### src/rtl/qn_readout_pkg.sv
// qn_readout_pkg: shared constants, hit-word layout and FSM state type for
// the event readout block. The MARK state only exists when EVT_MARKER_EN
// is defined.
package qn_readout_pkg;

    localparam int TUBE_COUNT = 32;
    localparam int TIME_W     = 8;
    localparam int ID_W       = 8;
    localparam int IDX_W      = $clog2(TUBE_COUNT);
    localparam int HIT_CNT_W  = $clog2(TUBE_COUNT + 1);

    localparam logic [ID_W-1:0] MARKER_ID = 8'hFF;

    // One buffered word: tube number in the upper byte, tube time in the lower.
    typedef struct packed {
        logic [ID_W-1:0]   tube_id;
        logic [TIME_W-1:0] tube_time;
    } hit_word_t;

    typedef enum logic [1:0] {
        ST_IDLE = 2'd0,
`ifdef EVT_MARKER_EN
        ST_MARK = 2'd2,
`endif
        ST_SCAN = 2'd1
    } state_e;

endpackage

### src/rtl/readout_fifo.sv
// readout_fifo: single-clock circular buffer of hit words with a registered
// empty flag. Pointers wrap modulo DEPTH (power of two); the occupancy counter
// has one extra bit so that full and empty are distinguishable.
import qn_readout_pkg::*;

module readout_fifo #(
    parameter int DEPTH = 64
) (
    input  logic      clk100,
    input  logic      rst_n,
    input  logic      push_i,
    input  hit_word_t push_data_i,
    input  logic      pop_i,
    output hit_word_t head_o,
    output logic      full_o,
    output logic      empty_o
);

    localparam int AW = $clog2(DEPTH);
    localparam logic [AW-1:0] PTR_ONE  = AW'(1);
    localparam logic [AW:0]   CNT_ONE  = (AW + 1)'(1);
    localparam logic [AW:0]   CNT_FULL = (AW + 1)'(DEPTH);

    hit_word_t     mem_q [DEPTH];
    logic [AW-1:0] wr_ptr_q;
    logic [AW-1:0] rd_ptr_q;
    logic [AW:0]   count_q;
    logic [AW:0]   count_d;
    logic          empty_q;
    logic          do_push;
    logic          do_pop;

    assign full_o  = (count_q == CNT_FULL);
    assign empty_o = empty_q;
    assign head_o  = mem_q[rd_ptr_q];
    assign do_push = push_i && !full_o;
    assign do_pop  = pop_i && !empty_q;

    // Occupancy next-state: simultaneous push and pop leaves it unchanged.
    always_comb begin
        count_d = count_q;
        case ({do_push, do_pop})
            2'b10:   count_d = count_q + CNT_ONE;
            2'b01:   count_d = count_q - CNT_ONE;
            default: count_d = count_q;
        endcase
    end

    // Storage write port.
    // NOTE: the memory array has no reset; its contents are only ever read
    // behind the pointers, so clearing it would cost flops for no benefit.
    always_ff @(posedge clk100) begin
        if (do_push) begin
            mem_q[wr_ptr_q] <= push_data_i;
        end
    end

    // Pointers, occupancy and the registered empty flag.
    always_ff @(posedge clk100 or negedge rst_n) begin
        if (!rst_n) begin
            wr_ptr_q <= '0;
            rd_ptr_q <= '0;
            count_q  <= '0;
            empty_q  <= 1'b1;
        end else begin
            if (do_push) wr_ptr_q <= wr_ptr_q + PTR_ONE;
            if (do_pop)  rd_ptr_q <= rd_ptr_q + PTR_ONE;
            count_q <= count_d;
            empty_q <= (count_d == '0);
        end
    end

endmodule

### src/rtl/event_readout.sv
// event_readout: snapshots a closed capture window, scans the 32 tubes one per
// cycle pushing {tube, time} for every hit into readout_fifo, and pops words
// to the RPi on synchronized RD_CLK rising edges. Defining EVT_MARKER_EN adds
// an end-of-event marker word {8'hFF, hit count}.
import qn_readout_pkg::*;

module event_readout #(
    parameter int FIFO_DEPTH  = 64,
    parameter int SYNC_STAGES = 2
) (
    input  logic                           clk100,
    input  logic                           rst_n,
    input  logic                           evt_done,
    input  logic [0:TUBE_COUNT-1]          hit_mask,
    input  logic [0:TUBE_COUNT*TIME_W-1]   tuberad,
    output logic                           evt_busy,
    output logic [0:7]                     OTUBEN,
    output logic [0:7]                     OTUBER,
    input  logic                           RD_CLK,
    input  logic                           RD_EN,
    output logic                           RD_EMPTY,
    output logic                           RD_VALID
);

    localparam logic [IDX_W-1:0] IDX_ONE  = IDX_W'(1);
    localparam logic [IDX_W-1:0] IDX_LAST = IDX_W'(TUBE_COUNT - 1);

    logic [1:0]             rst_sync_q;
    logic                   rst_int_n;
    state_e                 state_q, state_d;
    logic [IDX_W-1:0]       idx_q, idx_d;
    logic [TUBE_COUNT-1:0]  mask_q;
    logic [TIME_W-1:0]      time_q [TUBE_COUNT];
    logic                   snap_en;
    logic                   push;
    hit_word_t              push_word;
    hit_word_t              head;
    logic                   fifo_full;
    logic                   fifo_empty;
    logic [SYNC_STAGES-1:0] rd_clk_sync_q;
    logic [SYNC_STAGES-1:0] rd_en_sync_q;
    logic                   rd_clk_prev_q;
    logic                   read_evt;
    logic                   pop;
    logic [ID_W-1:0]        otuben_q;
    logic [TIME_W-1:0]      otuber_q;
    logic                   rd_valid_q;
`ifdef EVT_MARKER_EN
    logic [HIT_CNT_W-1:0]   hit_cnt_q;
    localparam logic [HIT_CNT_W-1:0] HIT_ONE = HIT_CNT_W'(1);
`endif

    // Reset bridge: assertion is immediate, release is aligned to clk100.
    always_ff @(posedge clk100 or negedge rst_n) begin
        if (!rst_n) rst_sync_q <= 2'b00;
        else        rst_sync_q <= {rst_sync_q[0], 1'b1};
    end
    assign rst_int_n = rst_sync_q[1];

    // Scan controller: accept an event in IDLE, walk the tubes, stall on full.
    always_comb begin
        state_d   = state_q;
        idx_d     = idx_q;
        snap_en   = 1'b0;
        push      = 1'b0;
        push_word = '{tube_id: ID_W'(idx_q), tube_time: time_q[idx_q]};
        case (state_q)
            ST_IDLE: begin
                if (evt_done) begin
                    snap_en = 1'b1;
                    idx_d   = '0;
                    state_d = ST_SCAN;
                end
            end
            ST_SCAN: begin
                // A hit with nowhere to go holds the index so nothing is dropped.
                if (!mask_q[idx_q] || !fifo_full) begin
                    push  = mask_q[idx_q];
                    idx_d = idx_q + IDX_ONE;
                    if (idx_q == IDX_LAST) begin
`ifdef EVT_MARKER_EN
                        state_d = ST_MARK;
`else
                        state_d = ST_IDLE;
`endif
                    end
                end
            end
`ifdef EVT_MARKER_EN
            ST_MARK: begin
                push_word = '{tube_id: MARKER_ID, tube_time: TIME_W'(hit_cnt_q)};
                if (!fifo_full) begin
                    push    = 1'b1;
                    state_d = ST_IDLE;
                end
            end
`endif
            default: state_d = ST_IDLE;
        endcase
    end

    // FSM state, scan index and the hit mask snapshot.
    always_ff @(posedge clk100 or negedge rst_int_n) begin
        if (!rst_int_n) begin
            state_q <= ST_IDLE;
            idx_q   <= '0;
            mask_q  <= '0;
        end else begin
            state_q <= state_d;
            idx_q   <= idx_d;
            if (snap_en) begin
                for (int i = 0; i < TUBE_COUNT; i++) begin
                    mask_q[i] <= hit_mask[i];
                end
            end
        end
    end

    // Tube time snapshot; only ever read at indices whose mask bit is set.
    always_ff @(posedge clk100) begin
        if (snap_en) begin
            for (int i = 0; i < TUBE_COUNT; i++) begin
                time_q[i] <= tuberad[i*TIME_W +: TIME_W];
            end
        end
    end

`ifdef EVT_MARKER_EN
    // Number of tube words pushed for the event being scanned.
    always_ff @(posedge clk100 or negedge rst_int_n) begin
        if (!rst_int_n)                      hit_cnt_q <= '0;
        else if (snap_en)                    hit_cnt_q <= '0;
        else if (push && state_q == ST_SCAN) hit_cnt_q <= hit_cnt_q + HIT_ONE;
    end
`endif

    assign evt_busy = (state_q != ST_IDLE);

    readout_fifo #(
        .DEPTH (FIFO_DEPTH)
    ) u_fifo (
        .clk100      (clk100),
        .rst_n       (rst_int_n),
        .push_i      (push),
        .push_data_i (push_word),
        .pop_i       (pop),
        .head_o      (head),
        .full_o      (fifo_full),
        .empty_o     (fifo_empty)
    );

    // Bring the asynchronous RPi strobe and enable into clk100.
    always_ff @(posedge clk100 or negedge rst_int_n) begin
        if (!rst_int_n) begin
            rd_clk_sync_q <= '0;
            rd_en_sync_q  <= '0;
            rd_clk_prev_q <= 1'b0;
        end else begin
            rd_clk_sync_q <= {rd_clk_sync_q[SYNC_STAGES-2:0], RD_CLK};
            rd_en_sync_q  <= {rd_en_sync_q[SYNC_STAGES-2:0], RD_EN};
            rd_clk_prev_q <= rd_clk_sync_q[SYNC_STAGES-1];
        end
    end

    assign read_evt = rd_clk_sync_q[SYNC_STAGES-1] && !rd_clk_prev_q;
    assign pop      = read_evt && rd_en_sync_q[SYNC_STAGES-1] && !fifo_empty;

    // Output word register: load on a successful pop, flag refusals.
    always_ff @(posedge clk100 or negedge rst_int_n) begin
        if (!rst_int_n) begin
            otuben_q   <= '0;
            otuber_q   <= '0;
            rd_valid_q <= 1'b0;
        end else if (read_evt) begin
            if (pop) begin
                otuben_q   <= head.tube_id;
                otuber_q   <= head.tube_time;
                rd_valid_q <= 1'b1;
            end else begin
                rd_valid_q <= 1'b0;
            end
        end
    end

    assign OTUBEN   = otuben_q;
    assign OTUBER   = otuber_q;
    assign RD_VALID = rd_valid_q;
    assign RD_EMPTY = fifo_empty;

endmodule

### config.mk
export PLATFORM = sky130hd
export DESIGN_NAME = event_readout
export DESIGN_NICKNAME = d
export VERILOG_FILES = /design/src/rtl/qn_readout_pkg.sv /design/src/rtl/readout_fifo.sv /design/src/rtl/event_readout.sv
export SDC_FILE = /design/constraint.sdc
export NUM_CORES = 1
export LEC_CHECK = 0
export CORE_AREA = 4 4 331 365
export CTS_BUF_LIST = sky130_fd_sc_hd__clkbuf_2 sky130_fd_sc_hd__clkbuf_4 sky130_fd_sc_hd__clkbuf_8
export CTS_CLUSTER_SIZE = 20
export DETAILED_ROUTE_END_ITERATION = 8
export DIE_AREA = 0 0 335 369
export PLACE_DENSITY = 0.56
export SLEW_MARGIN = 20
export SYNTH_ARGS = -nofsm -noshare
export SYNTH_HDL_FRONTEND = slang
export SYNTH_SLANG_ARGS = --single-unit
### constraint.sdc
create_clock -name clk100 -period 3.3 [get_ports clk100]
set_input_delay 0.66 -clock clk100 [delete_from_list [all_inputs] [get_ports clk100]]
set_output_delay 0.66 -clock clk100 [all_outputs]
set_load 0.1 [all_outputs]
# == After elaboration in Yosys (flattened, before gate mapping) ==
# Memory sizes are Yosys's and may differ from the RTL's. A register that Yosys moved wholly into a read port is not among the register bits.
# Index checks and enable logic that the tools add are counted.
# totals
memories,2
output_inout_bits,19
in_bits,293
register_bits,75
mem_bits_rw,1088
elab_cells,66
# memory_table
memory,depth,word_bits,rd,rd_clocked_by_memory_dff,wr,line_no,source
u_fifo.mem_q,64,13,1,1,1,readout_fifo.sv:24,hit_word_t mem_q [DEPTH];
time_q,32,8,1,0,32,event_readout.sv:33,logic [TIME_W-1:0] time_q [TUBE_COUNT];
# op_classes
eq_ne,8
muxes,19
reduce_logical,18
order_cmp,1
addsub,5
# ops
operator,count
7-bit one-hot mux with 2 select lines,1
6-bit by 1-bit adder with 6-bit output (second input constant),2
1-bit two-way mux,10
5-bit two-way mux,2
5-bit one-hot mux with 2 select lines,1
7-bit by 1-bit adder with 7-bit output (second input constant),1
7-bit equality test (second input constant),1
7-bit logical NOT,1
7-bit by 1-bit subtractor with 7-bit output (second input constant),1
5-bit by 6-bit less-than comparator with 1-bit output (second input constant),1
2-bit two-way mux,3
2-bit != test (second input constant),3
3-bit AND reduction,2
5-bit by 1-bit adder with 5-bit output (second input constant),1
1-bit binary-select mux with 5-bit select,1
5-bit equality test (second input constant),1
1-bit logical AND,5
1-bit logical NOT,5
2-bit by 1-bit equality test with 1-bit output (second input constant),2
2-bit one-hot mux with 2 select lines,1
2-bit nonzero test,2
2-bit equality test (second input constant),1
2-bit logical NOT,1
2-bit AND reduction,1
1-bit logical OR,1

# == Longest topological paths before layout ==
# depth
ltp_word,10
mapped_depth,15
ltp_nobuf,12

# == Cells and area by module ==
# From an unflattened synthesis, not the netlist that was laid out.
# hier_totals
hier_cells,2513
hier_area_um2,52984.6
# by_module_without_submodules
module,instances,seq_area_each_um2,cells_per_inst,area_per_inst_um2
readout_fifo,1,31251.2,1856,40430.0
event_readout,1,9238.9,657,12554.5

# == Worst setup path after synthesis ==
# Ideal clock, no wire load.
# synth_timing
kind,reg-to-reg
from,register state_q[0]
to,register mask_q[23]
setup_ns,0.104
t_arrival_ns,9.599
n_path_buf,3
synth_period_minus_slack_ns,9.703
required_time_ns,3.196
path_slack_ns,-6.403
stages_incl_launch_ff,6
cell_sequence,dfrtp_1 -> clkbuf_1 -> nor2b_1 -> clkbuf_1 -> buf_1 -> mux2_2
# synth_via
elab_chain_cells,2
# synth_rtl
item,line_no,source
start: declaration,event_readout.sv:30,"state_e state_q, state_d;"
start signal: assignment,event_readout.sv:109,state_q <= state_d;
2-bit logical NOT,event_readout.sv:67,case (state_q)
1-bit two-way mux,event_readout.sv:67,
named net snap_en,event_readout.sv:34,logic snap_en;
end signal: indexed assignment,event_readout.sv:113,mask_q[i] <= hit_mask[i];
end: declaration,event_readout.sv:32,logic [TUBE_COUNT-1:0] mask_q;
# The timed path passes the listed nets, and every way through them passes these cells.
# A chain may end at the register's enable or synchronous reset.

# == Worst setup path after layout ==
# layout_timing
from,register idx_q[0]
to,"register u_fifo.empty_q, in the netlist u_fifo.empty_o"
# layout_via
elab_chain_cells,10
elab_cells_between_ends,11
classes_between,eq/ne: 2; mux: 5; reduce/logical: 4
# layout_rtl
item,line_no,source
start: declaration,event_readout.sv:31,"logic [IDX_W-1:0] idx_q, idx_d;"
start signal: assignment,event_readout.sv:110,idx_q <= idx_d;
1-bit binary-select mux with 5-bit select *,"event_readout.sv:77, event_readout.sv:78",
1-bit two-way mux (not written as such) *,"event_readout.sv:77, event_readout.sv:78",
1-bit logical NOT,event_readout.sv:77,if (!mask_q[idx_q] || !fifo_full) begin
1-bit logical OR,event_readout.sv:77,
1-bit two-way mux *,event_readout.sv:77,
1-bit two-way mux *,event_readout.sv:67,
1-bit logical AND *,readout_fifo.sv:36,assign do_push = push_i && !full_o;
2-bit by 1-bit equality test with 1-bit output / 2-bit equality test (equally long branches),readout_fifo.sv:42,"case ({do_push, do_pop})"
7-bit one-hot mux with 2 select lines *,readout_fifo.sv:42,
named net u_fifo.count_d[5],readout_fifo.sv:28,logic [AW:0] count_d;
7-bit logical NOT *,readout_fifo.sv:69,empty_q <= (count_d == '0);
end signal: assignment,readout_fifo.sv:69,
end: declaration,readout_fifo.sv:29,logic empty_q;
# Mark *: on every way through the listed nets, which the timed path passes. The rest lies on a longest branch. The select of a mux whose other input is x is not followed.

==> results <==
- By area the synthesized netlist is led by sky130_fd_sc_hd__edfxtp_1, sky130_fd_sc_hd__mux4_2, sky130_fd_sc_hd__dfrtp_1.
- For this design, the sink count on the clock tree is 1167.
- A synthesized cell averages 21.27 um2.
- The worst setup path is captured at a flop.
- The endpoint required time on the critical path is 4.08 ns.
- Final hold analysis gives a worst-case slack of around 0.24 ns.
- The initial core utilization is between 30 and 40%.
- The insertion delay to the later sink of the worst-skew pair is 0.87 ns.
- The origin of the critical flop-to-flop path is idx_q[0]$_DFFE_PN0P_.
- The area of the core region is 117300 um2.
- The clock-pin slew of the registers on the worst-case setup and hold paths is roughly 0.06 ns.
- The standard cell with the maximum stage delay on the critical path is sky130_fd_sc_hd__dfrtp_4.
- The total placed instance area is 52120 um2.
- The final critical-path required period is approximately 3.4 ns.
- The total via count after detailed routing is 22950.
- The detailed-route vias per instance is 5.247.
- Entering global routing, the biggest net connects 94 pins.
- Timing would allow up to just under 300 MHz.
- The flow ran to the end, but the final reports show violations.
- The final-report max-slew violation count was 0.
- The H-tree depth is 4.
- For this run, design rule violations remaining after detail routing come to 0.
- The floorplan die height is 369 um.
- The maximum count of clock buffers along a single path is 3.
- The worst hold-check path type is in2reg.
- 312 I/O pins were placed.
- The cell occurring most often along the worst timing path is sky130_fd_sc_hd__ha_4.
- The critical path arrival is 4.14 ns.
- The number of rows created at floorplan is 132.
- The logic gate share of total power is about a third.
- The share of the Yosys chip area taken by registers is 76.32%.
- For this run, the leading register cell type out of synthesis is sky130_fd_sc_hd__edfxtp_1.
- Once detailed placement completed, the half-perimeter wirelength came to 73740 um.
- The checks that failed: setup timing.
- The number of max-capacitance violations reported is 0.
- The worst-case vdd ir drop is 0.6072 mV.
- Summed over all layers, the routed wires come to between 100000 and 150000 um.
- The final hold violation count is 0.
- Synthesis produced a netlist whose cell count is approximately 2100.
- From synthesis to final layout, the design area changed by 23.38%.
- Clock skew on the completed layout was measured at about 0.037 ns.
- Excluding fillers, the count of instances in the completed layout stands at 4374.
- The count of warnings emitted by yosys is 0.
- The post-route worst setup slack is -0.05978 ns.
- Counting both buffers and inverters, the worst setup path holds a total of 1.
- The first routing iteration left 1806 violations.
- With fillers left out, the area of the finished cells amounts to ~56000 um2.
- In this run the worst setup path begins at idx_q[0]$_DFFE_PN0P_.
- The library cell with the highest instance count after synthesis is sky130_fd_sc_hd__edfxtp_1.
- In this run, synthesis produced a sequential element count of 1167.
- The total routing resource utilization after global routing is 18.06%.
- The maximum cell stage delay along the critical path is between 0.5 and 0.6 ns.
- The worst setup path is launched from a flop.
- The fraction of registers with async set/reset is 6.769%.
- The synthesized area is 45400 um2.
- The startpoint of the most critical hold path is RD_EN.
- Net switching is 33.27% of the power.
- The number of synthesized flops with an enable pin is 1088.
- The number of nets in the finished design is 2987.
- The first global-routing pass estimated 164300 um of wire.
- The signal on the critical path passes through buf_12, mux4_2, nor2b_4, o21bai_1, o22a_1, ha_4, ha_4, a21o_1, a21oi_4, o21ai_1, a211o_1, nor3_2, nor4bb_2.
- Synthesis instantiated 56 different standard cells from the library.
- Buffers inserted during clock tree synthesis total 187.
- The critical-path maximum fanout is 7.
- Once detail routing completed, the nets flagged for antenna violations numbered 0.
- Cells with a size suffix above 1 make up 32.78% of the layout.
- The via count of the first global-routing pass is roughly 25000.
- Headroom to the max-slew limit came out at 28.32%.
- The switching power total is 16.87 mW.
- Clock tree synthesis selected as its root buffer the cell sky130_fd_sc_hd__clkbuf_8.
- The wire length per cell after detailed routing is between 20 and 30 um.
- Setup repair after global routing could not meet its margin everywhere.
- The final-report setup violation count is 1.
- Ranked by instance count, the synthesized netlist is headed by sky130_fd_sc_hd__edfxtp_1, sky130_fd_sc_hd__mux4_2, sky130_fd_sc_hd__nor2_1.
- Per report_power, the clock group accounts for 23.9% of the total.
- Sequential cells burn 41.3% of the power.
- The number of antenna violations at the first check in global routing is 8.
- The largest area contributor in the synthesized netlist is sky130_fd_sc_hd__edfxtp_1.
- The total iterations of the first detailed-routing run is 7.
- In this run the power density over the cells is 905.2 nW/um2.
- Once placement completed, the tool counted placed cells totaling roughly 4000.
- Buffers placed on the I/O ports in this run total 308.
- The start-to-end type of the worst setup path is reg2reg.
- The overall power after layout is slightly above 50 mW.
- The clock tree from TritonCTS is yes.
- The fraction of the cycle the final worst path needs is 101.8%.
- At the pin with the least slew margin, the transition time is 1.067 ns.
- The share of Yosys cell area claimed by the top area cell type is 71.96%.
- The die area is 123600 um2.
- The floorplan step set the die width to about 340 um.
- The final weighted congestion in routability-driven placement is about 0.84.
- The overflow left after global routing is 0.
- The largest delay contributor family on the critical path is compound AO/OA/AOI/OAI gates.
- The total internal power is 33.84 mW.
- In this run the static leakage power is 18.37 nW.
## final cells by class
type | count | area, um2
fillers | 9783 | 61250
flip-flops and latches | 1167 | 34680
multi-input cells | 827 | 10530
repair buffers | 490 | 5179
clock buffers | 244 | 3020
well taps | 1541 | 1928
clock inverters | 90 | 626.9
inverters | 10 | 37.54
diodes | 5 | 12.51
## path summary, 6_finish.rpt
path	endpoint	slack (ns)	cells after the start
setup / recovery	u_fifo.empty_o$_DFF_PN1_	-0.06	13
hold / removal	rd_en_sync_q[0]$_DFF_PN0_	0.24	1
setup reg to reg	u_fifo.empty_o$_DFF_PN1_	-0.06	13
hold reg to reg	rst_sync_q[1]$_DFF_PN0_	0.35	0
max in group asynchronous	OTUBEN[7]$_DFFE_PN0P_	2.06	1
min in group asynchronous	mask_q[29]$_DFFE_PN0P_	0.42	0
## cells by family (layout without fill, tap and decap cells)
kind of cell	count (synthesis)	in the layout	share of synthesized area, %
muxes	407	407	16.83
adders and majority gates	11	11	0.3197
xor gates and xnor gates	15	15	0.2894
DFF	1167	1167	76.32
buffers and inverters	142	834	1.367
and+or+nand+nor	239	239	2.469
AOI/OAI and AO/OA	151	151	2.389
other	2	9	0.01654
## flip-flops by register name (all words and copies together) (netlist names)
| name | flops |
|---|---|
| rd_clk_prev_q | 1 |
| rd_clk_sync_q | 2 |
| u_fifo.empty_o | 1 |
| RD_VALID | 1 |
| rst_sync_q | 2 |
| mask_q | 32 |
| rd_en_sync_q | 2 |
| u_fifo.rd_ptr_q | 6 |
| u_fifo.count_q | 7 |
| state_q | 1 |
| u_fifo.wr_ptr_q | 6 |
| idx_q | 5 |
| OTUBER | 8 |
| OTUBEN | 5 |
| u_fifo.mem_q | 832 |
| time_q | 256 |
## cells in the final DEF, fill, tap and decap left out, types with 8 or more instances in the layout
master	netlist	final
sky130_fd_sc_hd__edfxtp_1	1088	1088
sky130_fd_sc_hd__clkdlybuf4s50_1	0	292
sky130_fd_sc_hd__mux4_2	280	280
sky130_fd_sc_hd__clkbuf_8	0	190
sky130_fd_sc_hd__buf_4	10	135
sky130_fd_sc_hd__mux2i_1	77	77
sky130_fd_sc_hd__dfrtp_1	78	68
sky130_fd_sc_hd__nor2_2	0	62
sky130_fd_sc_hd__nand2_1	60	60
sky130_fd_sc_hd__buf_12	0	56
sky130_fd_sc_hd__clkbuf_4	0	54
sky130_fd_sc_hd__mux2_2	50	50
sky130_fd_sc_hd__clkinv_1	0	47
sky130_fd_sc_hd__o221ai_1	36	34
sky130_fd_sc_hd__nor2_1	98	34
sky130_fd_sc_hd__clkinv_2	0	23
sky130_fd_sc_hd__o21ai_0	32	21
sky130_fd_sc_hd__a21oi_1	21	19
sky130_fd_sc_hd__nand3_1	13	13
sky130_fd_sc_hd__a222oi_1	13	13
sky130_fd_sc_hd__xnor2_1	11	11
sky130_fd_sc_hd__nor2b_1	12	10
sky130_fd_sc_hd__and2_1	10	10
sky130_fd_sc_hd__o21bai_1	8	8
sky130_fd_sc_hd__o21ai_4	0	8
sky130_fd_sc_hd__dfrtp_4	0	8
## routing by layer
layer | GRT usage, % | share of wire [%] | wire length, um
met4 | 5.113 | 2.1 | 2376
met1 | 23.52 | 41 | 45600
met2 | 30.57 | 51 | 56540
met5 | 0 | 0.037 | 41
met3 | 4.138 | 6.0 | 6707
## power groups by stage
stage / Clock [mW] / Combinational, mW / Sequential, mW
finish: 12.1 / 17.7 / 20.9
global route: 13.2 / 18.9 / 21.0
CTS: 12.5 / 17.9 / 20.9
detailed placement: 0 / 17.7 / 21.2
global placement: 0 / 17.3 / 21.2
floorplan: 0 / 9.77 / 21.7
## per-stage QoR
step | utilization (%) | setup TNS, ns | worst slack [ns]
after detailed placement | 44.45 | -0.08815 | -0.08815
final | 47.77 | -0.05978 | -0.05978
after global placement | 44.45 | -0.05521 | -0.05521
after CTS | 47.62 | -0.04523 | -0.04523
after floorplan | - | -0.4432 | -0.3095
after global routing | 47.76 | -0.3014 | -0.1770
## timing repair
item,in CTS,in global routing
hold buffers,1,0
resized for setup,4,14
setup buffers,6,6
setup endpoints to repair,1,783
gates cloned,0,2
hold endpoints to repair,2,0
pin swaps,3,9
(Power assumes the default switching activity.)
